==> src/rtl/ysyx_23060208_sram_rd_arbiter.sv <==
// ysyx_23060208_sram_rd_arbiter
// Shares the single SRAM read port between the instruction-fetch unit (IFU)
// and the load/store unit (LSU). One AR/R transaction is in flight at a time.
// Simultaneous requests are resolved round-robin against the last granted master.
module ysyx_23060208_sram_rd_arbiter #(
    parameter int DATA_WIDTH = 32,
    parameter int RESP_WIDTH = 2
) (
    input  logic                  clk,
    input  logic                  rst,

    // IFU read channel
    input  logic [DATA_WIDTH-1:0] ifu_araddr,
    input  logic                  ifu_arvalid,
    output logic                  ifu_arready,
    output logic [DATA_WIDTH-1:0] ifu_rdata,
    output logic [RESP_WIDTH-1:0] ifu_rresp,
    output logic                  ifu_rvalid,
    input  logic                  ifu_rready,

    // LSU read channel
    input  logic [DATA_WIDTH-1:0] lsu_araddr,
    input  logic                  lsu_arvalid,
    output logic                  lsu_arready,
    output logic [DATA_WIDTH-1:0] lsu_rdata,
    output logic [RESP_WIDTH-1:0] lsu_rresp,
    output logic                  lsu_rvalid,
    input  logic                  lsu_rready,

    // Shared SRAM read port
    output logic [DATA_WIDTH-1:0] sram_araddr,
    output logic                  sram_arvalid,
    input  logic                  sram_arready,
    input  logic [DATA_WIDTH-1:0] sram_rdata,
    input  logic [RESP_WIDTH-1:0] sram_rresp,
    input  logic                  sram_rvalid,
    output logic                  sram_rready
);

    typedef enum logic [1:0] {
        ST_IDLE = 2'd0,
        ST_ADDR = 2'd1,
        ST_DATA = 2'd2
    } state_t;

    // Master encoding used by r_grant / r_last
    localparam logic M_IFU = 1'b0;
    localparam logic M_LSU = 1'b1;

    state_t r_state;
    logic   r_grant;
    logic   r_last;

    logic   w_in_addr;
    logic   w_in_data;
    logic   w_req_ifu;
    logic   w_req_lsu;
    logic   w_any_req;
    logic   w_pick;
    logic   w_gnt_rready;
    logic   w_ar_hs;
    logic   w_r_hs;

    assign w_in_addr = (r_state == ST_ADDR);
    assign w_in_data = (r_state == ST_DATA);

    assign w_req_ifu = ifu_arvalid;
    assign w_req_lsu = lsu_arvalid;
    assign w_any_req = w_req_ifu | w_req_lsu;

    // Under contention the master that was not served last wins; a lone
    // requester always wins regardless of history.
    assign w_pick = (w_req_ifu && w_req_lsu) ? ~r_last : w_req_lsu;

    assign w_gnt_rready = (r_grant == M_LSU) ? lsu_rready : ifu_rready;

    // Handshakes on the SRAM side are what move the FSM; the address phase is
    // driven from state alone, so a master that withdraws arvalid mid-ADDR
    // cannot stall the SRAM transaction.
    assign w_ar_hs = w_in_addr & sram_arready;
    assign w_r_hs  = w_in_data & sram_rvalid & w_gnt_rready;

    // Transaction FSM: arbitrate in IDLE, forward address in ADDR, return data in DATA
    always_ff @(posedge clk or posedge rst) begin
        if (rst) begin
            r_state <= ST_IDLE;
            r_grant <= M_IFU;
            r_last  <= M_IFU;
        end else begin
            case (r_state)
                ST_IDLE: begin
                    if (w_any_req) begin
                        r_state <= ST_ADDR;
                        r_grant <= w_pick;
                        r_last  <= w_pick;
                    end
                end
                ST_ADDR: begin
                    if (w_ar_hs) begin
                        r_state <= ST_DATA;
                    end
                end
                ST_DATA: begin
                    if (w_r_hs) begin
                        r_state <= ST_IDLE;
                    end
                end
                default: begin
                    r_state <= ST_IDLE;
                end
            endcase
        end
    end

    // SRAM-facing request path
    assign sram_arvalid = w_in_addr;
    assign sram_araddr  = (r_grant == M_LSU) ? lsu_araddr : ifu_araddr;
    assign sram_rready  = w_in_data & w_gnt_rready;

    // Only the granted master ever sees arready/rvalid; the other one keeps
    // its request pending until it wins arbitration.
    assign ifu_arready = w_in_addr & (r_grant == M_IFU) & sram_arready;
    assign lsu_arready = w_in_addr & (r_grant == M_LSU) & sram_arready;
    assign ifu_rvalid  = w_in_data & (r_grant == M_IFU) & sram_rvalid;
    assign lsu_rvalid  = w_in_data & (r_grant == M_LSU) & sram_rvalid;

    // Read data and response are broadcast; rvalid identifies the owner
    assign ifu_rdata = sram_rdata;
    assign ifu_rresp = sram_rresp;
    assign lsu_rdata = sram_rdata;
    assign lsu_rresp = sram_rresp;

endmodule

==> config.mk <==
export PLATFORM = sky130hd
export DESIGN_NAME = ysyx_23060208_sram_rd_arbiter
export DESIGN_NICKNAME = d
export VERILOG_FILES = /design/src/rtl/ysyx_23060208_sram_rd_arbiter.sv
export SDC_FILE = /design/constraint.sdc
export NUM_CORES = 1
export LEC_CHECK = 0
export BUFFER_PORTS_ARGS = -buffer_cell sky130_fd_sc_hd__buf_4
export CAP_MARGIN = 10
export CORE_AREA = 8 8 77 79
export DETAILED_ROUTE_END_ITERATION = 12
export DIE_AREA = 0 0 85 87
export PLACE_DENSITY = 0.86
export SLEW_MARGIN = 20
export SYNTH_ARGS = -nofsm -noshare
export SYNTH_HDL_FRONTEND = slang
export SYNTH_SLANG_ARGS = --single-unit
==> constraint.sdc <==
create_clock -name clk -period 1.32 [get_ports clk]
set_input_delay 0.132 -clock clk [delete_from_list [all_inputs] [get_ports clk]]
set_output_delay 0.132 -clock clk [all_outputs]
set_load 0.1 [all_outputs]
; Word level (Yosys, flattened, before mapping)
; Cells that the tools add are included.
[totals]
ff_bits = 3
input_bits = 106
out_inout_bits = 106
elab_cells = 32
[op_classes]
n_eq_ne = 5
muxes = 7
n_bitwise = 14
reduce_logical = 4
[op_table]
columns = operator, count
row1 = $mux W32, 1
row2 = $and A1 B1 Y1, 12
row3 = $mux W2, 3
row4 = $pmux W2 S3, 1
row5 = $ne A2 B1 Y1 const B, 2
row6 = $reduce_and A3 Y1, 1
row7 = $eq A2 B1 Y1 const B, 1
row8 = $eq A2 B2 Y1 const B, 1
row9 = $logic_not A2 Y1, 1
row10 = $mux W1, 2
row11 = $ne A2 B2 Y1 const B, 1
row12 = $reduce_and A2 Y1, 1
row13 = $logic_and A1 B1 Y1, 1
row14 = $not A1 Y1, 1
row15 = $or A1 B1 Y1, 1

; Longest topological paths before layout
; Gate-level depths: netlist of the first run.
[depth]
depth_word = 5
ltp_mapped = 4
ltp_nobuf = 3

; Least setup slack after synthesis of the first run
; Ideal clock, no wire load.
[synth_timing]
kind = reg-to-output
start = register r_state[0]
end = output port ifu_arready
t_arrival_ns = 3.284
required_time_ns = 1.188
path_slack_ns = -2.096
stages_incl_launch_ff = 4
path_buffers = 0
path_cell_list = dfrtp_1 > nor2b_1 > nand2_1 > nor2_1
[synth_via]
elab_chain_len = 3
[synth_lines]
columns = item, line
row1 = from (decl), 50  ; state_t r_state;
row2 = from (signal assigned), 86  ; r_state <= ST_IDLE;
row3 = from (signal assigned), 93  ; r_state <= ST_ADDR;
row4 = from (signal assigned), 100  ; r_state <= ST_DATA;
row5 = $eq A2 B1 Y1, 64  ; assign w_in_addr = (r_state == ST_ADDR);
row6 = net sram_arvalid, 32  ; output logic sram_arvalid,
row7 = $and A1 B1 Y1 (2 in a row), 122  ; assign ifu_arready = w_in_addr & (r_grant == M_IFU) & sram_arready;
row8 = to (decl), 15  ; output logic ifu_arready,
; The timed path passes the listed nets, and every way through them passes these cells.

==> impl.org, run 1 <==
** Status
- Status :: finished with violations
- The final reports fail on negative setup slack.

** Floorplanning
- The die is 87 um tall.
- During I/O placement, the number of pins put on the boundary was 212.
- Starting utilization of the core area :: 23.59%
- The region available for standard cell placement spans 0.004847 mm^2.
- In this run the core area contains 26 standard-cell rows.
- Measured along the x axis, the die boundary spans 85 um.
- Area enclosed by the die boundary :: 0.007395 mm^2

** STA
- Maximum operating frequency :: 660.2 MHz
- Final slew viol count :: 0
- Least-Margin Pin Slew :: 279.2 ps
- In this run the tightest slew margin relative to its limit is 81.54%.
- The final hold violation count was 0.
- Setup violations remaining at the end of the flow were counted as 36.
- After layout, the worst setup slack is -194.8 ps.
- Unrepaired setup endpoints after global routing :: yes
- Of the available clock period, the critical path in the final layout requires 114.8%.
- Counting I/O delays and the setup requirement, the final critical path takes 1515 ps.
- Max Clock Skew :: 0.6413 ps
- Across all hold checks on the routed design, the worst slack comes to 125.8 ps.

** Pwr
- The worst-case IR drop observed on VDD is 0.001684 V.
- Static power due to leakage :: 0.9657 nW
- Power spread over the standard cell area amounts to 2886 mW/mm^2.

** Yosys
- Number of enable-type register cells in the synthesized netlist :: 0
- By area the synthesized netlist is led by sky130_fd_sc_hd__buf_4, sky130_fd_sc_hd__mux2_4, sky130_fd_sc_hd__mux2_2.
- Sequential cells were found to cover 6.565% of the synthesized design area.
- When the netlist entered floorplanning its net count stood at 230.
- Among all flip-flop cells after synthesis, the most frequent one is sky130_fd_sc_hd__dfrtp_1.
- Of all flip-flops after synthesis, the portion carrying an async set or reset was 100.0%.
- Average size of a mapped cell :: 9.223 um^2
- The synthesized netlist contains 20 unique library cells.
- Synth warn :: 0
- After technology mapping, the gate count stands at 124.
- Yosys top cell area share :: 45.30%
- Number of storage elements in the synthesis netlist :: 3
- Of all cell types, the one taking the most synthesized area is sky130_fd_sc_hd__buf_4.
- After synthesis the cells add up to 0.001144 mm^2.

** Setup path
- Critical Path Fanout Max :: 21
- Data arrival time of the critical path :: 1380 ps
- Depth of the most critical reg-to-reg path :: 4
- Crit Path Class :: flop to output port
- In this run the critical register-to-register path is captured at r_state[1].
- Type of element capturing the critical path :: output port
- In this run the critical register-to-register path is launched from r_last.
- Required time worst endpoint :: 1190 ps
- Element type at the critical path start :: flop
- The worst register-to-register path has a setup slack of 90 ps.

** Final layout
- At the end of the flow, the number of nets in the layout was 278.
- Final non-filler cell area :: 0.001957 mm^2
- After the flow finishes, the layout carries non-filler instances totaling 227.
- The library cell used most frequently in the layout, excluding fill and tap cells, is sky130_fd_sc_hd__buf_4.
- Layout-stage area growth over the synthesis result :: 71.12%
- Fraction of final layout cells with drive strength greater than 1 :: 92.98%
- The repair_antennas step left the layout with diodes totalling 0.
- The library cells used most frequently in the layout, excluding fill and tap cells, are sky130_fd_sc_hd__buf_4, sky130_fd_sc_hd__buf_12, sky130_fd_sc_hd__mux2_2, sky130_fd_sc_hd__buf_6, sky130_fd_sc_hd__mux2_4.

** Routing
- DRC violation total after the first TritonRoute iteration :: 6
- In the routed design, unresolved DRC markers number 0.
- DRT Pass-1 Iters :: 4
- Average wire per standard cell :: 18.23 um
- Vias per cell :: 4.247
- Via count :: 964
- In this run the remaining antenna-violating nets after routing total 0.
- For this block, the routed nets add up to 4.139 mm of wire.

** Global routing
- Largest net degree at the start of global routing :: 22
- Global router's overall resource usage :: 10.52%
- Met2 Track Usage GR :: 18.25%
- The total overflow left after global routing is 0.
- Global routing used 6.792% of the available met3 tracks.
- First-pass GRT wire length :: 6.175 mm
- The initial antenna violation count was 0.
- The via count of the first global-routing pass came to 1,098.
- For this run, global-route usage on met1 was measured as 9.159%.
- The layer flagged by global routing as most heavily used is met2.

** Min path
- Hold Path Class :: primary input to flop
- Endpoint, Worst Hold :: r_last
- The worst hold path begins at ifu_arvalid.
- The worst hold path passes through 2 cells.

** CTS
- Clk pin slew, worst setup/hold paths :: 30 ps
- Clock root buffer :: sky130_fd_sc_hd__clkbuf_8
- In this run the deepest clock path goes through 2 buffers.
- # clock sinks :: 3
- CTS built an H-tree with a depth of 1.
- Clock Latency Late Sink :: 220 ps
- TritonCTS built the clock tree.
- CTS buffer count :: 3

** Run
- Max-cap violations in this run came to 0.

** Placement
- Post-placement cell area :: 0.001579 mm^2
- In this run, placement finished with an instance count of 222.
- Port buffering added 109 buffers.
- DP Wirelength :: 3.478 mm
- Routability cong. :: 0.8023
==> flip-flops by register name (all words and copies together), names as in the netlist <==
register and cells:
r_last 1, r_state 2
==> kinds of logic after synthesis <==
family	share of synthesized area, %
buffers and inverters	48.91
multiplexers	36.98
AND/OR/NAND/NOR	5.470
AO/OA/AOI/OAI	2.079
flip-flops	6.564
==> through the flow <==
stage	power [mW]	utilization, %	TNS (ps)	worst slack [ps]
final	5.647	40.37	-5107	-194.8
after global routing	5.831	40.37	-6696	-234.0
after CTS	5.686	40.37	-5570	-203.1
after detailed placement	4.715	32.58	-29.14	-25.66
after global placement	4.681	32.58	-0.1722	-0.1722
after floorplan	4.789	-	-1217	-429.7
==> routing by layer <==
metal | part of all wire (%) | vias up | wire (um)
li1 | - | 441 | -
met3 | 15 | 19 | 603
met5 | 0 | - | 0
met1 | 32 | 416 | 1323
met4 | 3.5 | 0 | 145
met2 | 50 | 88 | 2068
==> timing repair <==
item                       in CTS  in global routing
gates resized for setup        79                  0
hold endpoints to repair        3                  0
pin swaps                       1                  2
setup buffers                   0                  0
hold buffers                    1                  0
setup endpoints to repair      37                 37
==> cells in the mapped netlist (2+ instances only) <==
cell / instances
sky130_fd_sc_hd__nor2_1: 3
sky130_fd_sc_hd__buf_4: 69
sky130_fd_sc_hd__buf_6: 2
sky130_fd_sc_hd__mux2_2: 18
sky130_fd_sc_hd__dfrtp_1: 3
sky130_fd_sc_hd__mux2_4: 14
sky130_fd_sc_hd__nor2b_1: 2
==> worst max path at each step <==
stage,startpoint,to,depth (start not counted)
2_1_floorplan,r_state[0],ifu_arready,3
3_3_place_gp,r_last,sram_araddr[2],3
3_5_place_dp,r_last,sram_rready,4
4_1_cts,r_last,sram_araddr[2],3
5_1_grt,r_last,sram_araddr[12],3
6_report,r_last,sram_araddr[2],3
==> where the power goes <==
group	switching (mW)	total, mW	internal, mW	leakage [nW]
logic	3.36	5.18	1.82	0.909
clock network	0.0628	0.269	0.206	0.0228
registers	0.0557	0.198	0.143	0.0335
==> critical path: stages, from the launching register on <==
cell and delay [ps]:
sky130_fd_sc_hd__dfrtp_2 400, sky130_fd_sc_hd__buf_12 190, sky130_fd_sc_hd__mux2_2 370, sky130_fd_sc_hd__buf_6 190
==> layout make-up <==
class / instances / area, um^2
multi-input cells: 48 / 564.3
flip-flops and latches: 3 / 77.57
fillers: 467 / 2890
repair buffers: 115 / 1196
clock buffers: 4 / 45.04
inverters: 1 / 3.754
well taps: 56 / 70.07
No activity file was read; power rests on OpenSTA's default activity.
==> run 2, diff against run 1 <==
- BUFFER_PORTS_ARGS: -buffer_cell sky130_fd_sc_hd__buf_4 -> -buffer_cell sky130_fd_sc_hd__buf_2
==> impl.org, run 2 (synthesized netlist as in run 1, its figures left out) <==
** Status
- Status :: finished with violations
- Violations in the final reports :: negative setup slack

** STA
- For the finished layout, the period the worst path requires is 1519 ps.
- Max transition margin :: 85.38%
- Max Clock Skew :: 6.979 ps
- Post-route setup slack :: -199.3 ps
- Final-report hold violation count :: 0
- Period utilisation layout :: 115.1%
- Maximum operating frequency :: 658.2 MHz
- Total Neg Setup Slack :: -5176 ps
- Final slew viol count :: 0
- Setup violations remaining at the end of the flow were counted as 37.
- At the pin with the least slew margin, the transition time is 217.0 ps.
- Setup repair after global routing could not meet its margin everywhere.
- Final hold slack :: 118.5 ps

** CTS
- In this run the deepest clock path goes through 2 buffers.
- CTS tree :: yes
- At the later pin of the worst-skew pair, clock insertion delay measures 220 ps.
- Clk pin slew, worst setup/hold paths :: 30 ps
- CTS built an H-tree with a depth of 1.
- CTS buffer count :: 3
- Counting every sink on the clock net gives 3.
- CTS placed an instance of sky130_fd_sc_hd__clkbuf_8 at the clock tree root.

** Setup path
- Worst path cell trace :: buf_12, mux2_2, buf_12
- Depth of the most critical reg-to-reg path :: 4
- Data on the critical path arrives at its endpoint at 1390 ps.
- Cell at the slowest stage of the critical path :: sky130_fd_sc_hd__dfrtp_2
- End of the worst register-to-register path :: r_state[1]
- Crit Path Class :: flop to output port
- Type of element capturing the critical path :: output port
- Required time worst endpoint :: 1190 ps
- Together, buffers and inverters on the worst path number 2.
- Worst reg2reg startpoint :: r_last
- In this run the worst path has a maximum fanout of 21.
- Across all register-to-register paths, the minimum setup slack is 40 ps.
- Largest stage delay on the critical path :: 400 ps
- Cell type group with the largest total delay on the critical path :: flip-flops
- Element type at the critical path start :: flop
- The most numerous cell type found on the critical path is sky130_fd_sc_hd__buf_12.

** Placement
- The HPWL after detailed placement is 3.700 mm.
- The congestion estimate from routability-driven global placement came to 0.8912.
- Post-Place Cells :: 220
- Buffers on Ports :: 109
- In this run the cell area measured after placement is 0.001862 mm^2.

** Global routing
- The total overflow left after global routing is 0.
- First-pass GRT wire length :: 6.472 mm
- Vias in the first global route :: 1,181
- Global router's overall resource usage :: 11.10%
- Antenna violations before repair :: 0
- Entering global routing, the biggest net connects 22 pins.

** Routing
- DRT Pass-1 Iters :: 3
- DRC violation total after the first TritonRoute iteration :: 5
- Sum of routed wire length over all layers :: 4.388 mm
- Using the TritonRoute via totals, the vias-per-cell ratio works out to 4.396.
- The final route contains 998 vias.
- After detailed routing, the number of remaining DRC violations is 0.
- Number of nets with antenna violations after routing :: 0
- After detailed routing, the average wire length per cell comes to 19.33 um.

** Floorplanning
- The die is 85 um wide.
- The floorplan step defined a die boundary enclosing 0.007395 mm^2.
- Measured along the y axis, the die boundary spans 87 um.
- During I/O placement, the number of pins put on the boundary was 212.
- Once the floorplan was initialized, standard cells occupied 23.59% of the core.
- Num rows :: 26
- Standard cell core area :: 0.004847 mm^2

** Final layout
- Layout-stage area growth over the synthesis result :: 75.05%
- Registers with the most flip-flops :: r_state (2), r_last (1)
- Nets@finish :: 278
- For this run, the number of standard cells in the final layout without fillers is 227.
- The top cell types in the final layout, fill and taps aside, are sky130_fd_sc_hd__buf_2, sky130_fd_sc_hd__buf_12, sky130_fd_sc_hd__mux2_4, sky130_fd_sc_hd__mux2_2.
- The repair_antennas step left the layout with diodes totalling 0.
- Cells with a size suffix above 1 make up 93.57% of the layout.
- Top register by number of flip-flops :: r_state
- Number of flip-flops under the largest register name :: 2
- Summing all non-filler instances in the final layout gives an area of 0.002002 mm^2.
- Most common cell after layout, fill and taps aside :: sky130_fd_sc_hd__buf_2

** Min path
- The worst hold path begins at ifu_arvalid.
- Endpoint, Worst Hold :: r_last
- The worst hold path passes through 2 cells.
- The worst hold path belongs to the class primary input to flop.

** Run
- The tool flagged a number of max-cap violations equal to 0.

** Pwr
- In this run the power density over the cells is 3091 mW/mm^2.
- The analysis attributes to cell leakage a power of 1.029 nW.
- Across the VDD grid, the largest voltage drop is 0.001579 V.
run 2: area by class of cell:
class                   instances  area, um^2
fillers                       437        2845
inverters                       1       3.754
repair buffers                115        1189
clock buffers                   4       45.04
multi-input cells              48       616.8
flip-flops and latches          3       77.57
well taps                      56       70.07
run 2: report_power, final:
group          switching (mW)  internal [mW]
sequential             0.0734          0.143
combinational            3.48           2.22
clock                  0.0651          0.206
total                    3.62           2.57
run 2: worst max path at each step:
stage / endpoint / slack [ps] / startpoint / cells after the start
global route: sram_araddr[10] / -230 / r_last / 3
detailed placement: sram_rready / 20 / r_last / 4
CTS: sram_araddr[11] / -210 / r_last / 3
global placement: sram_rready / 40 / r_last / 4
floorplan: ifu_arready / -430 / r_state[0] / 3
finish: sram_araddr[11] / -200 / r_last / 3
run 2: per-layer routing:
metal,part of all wire (%),vias up,track usage [%]
met2,50,92,19.39
li1,-,441,-
met4,3.3,0,5.663
met1,33,445,10.03
met5,0,-,0
met3,14,20,6.509
run 2: stage by stage:
step | power, mW | utilization (%) | worst slack [ps]
4_1_cts | 6.205 | 40.97 | -208.2
2_1_floorplan | 4.789 | - | -429.7
6_report | 6.187 | 41.30 | -199.3
3_5_place_dp | 5.722 | 38.41 | 22.78
3_3_place_gp | 5.657 | 38.41 | 42.35
5_1_grt | 6.367 | 41.30 | -229.1
run 2: timing repair:
action                                 in CTS  in global routing
pin swaps                                   1                  2
endpoints found under the hold margin       3                  0
setup endpoints to repair                  37                 38
resized for setup                          14                  3
setup buffers                               2                  0
hold buffers                                1                  0
cloned                                      0                  0
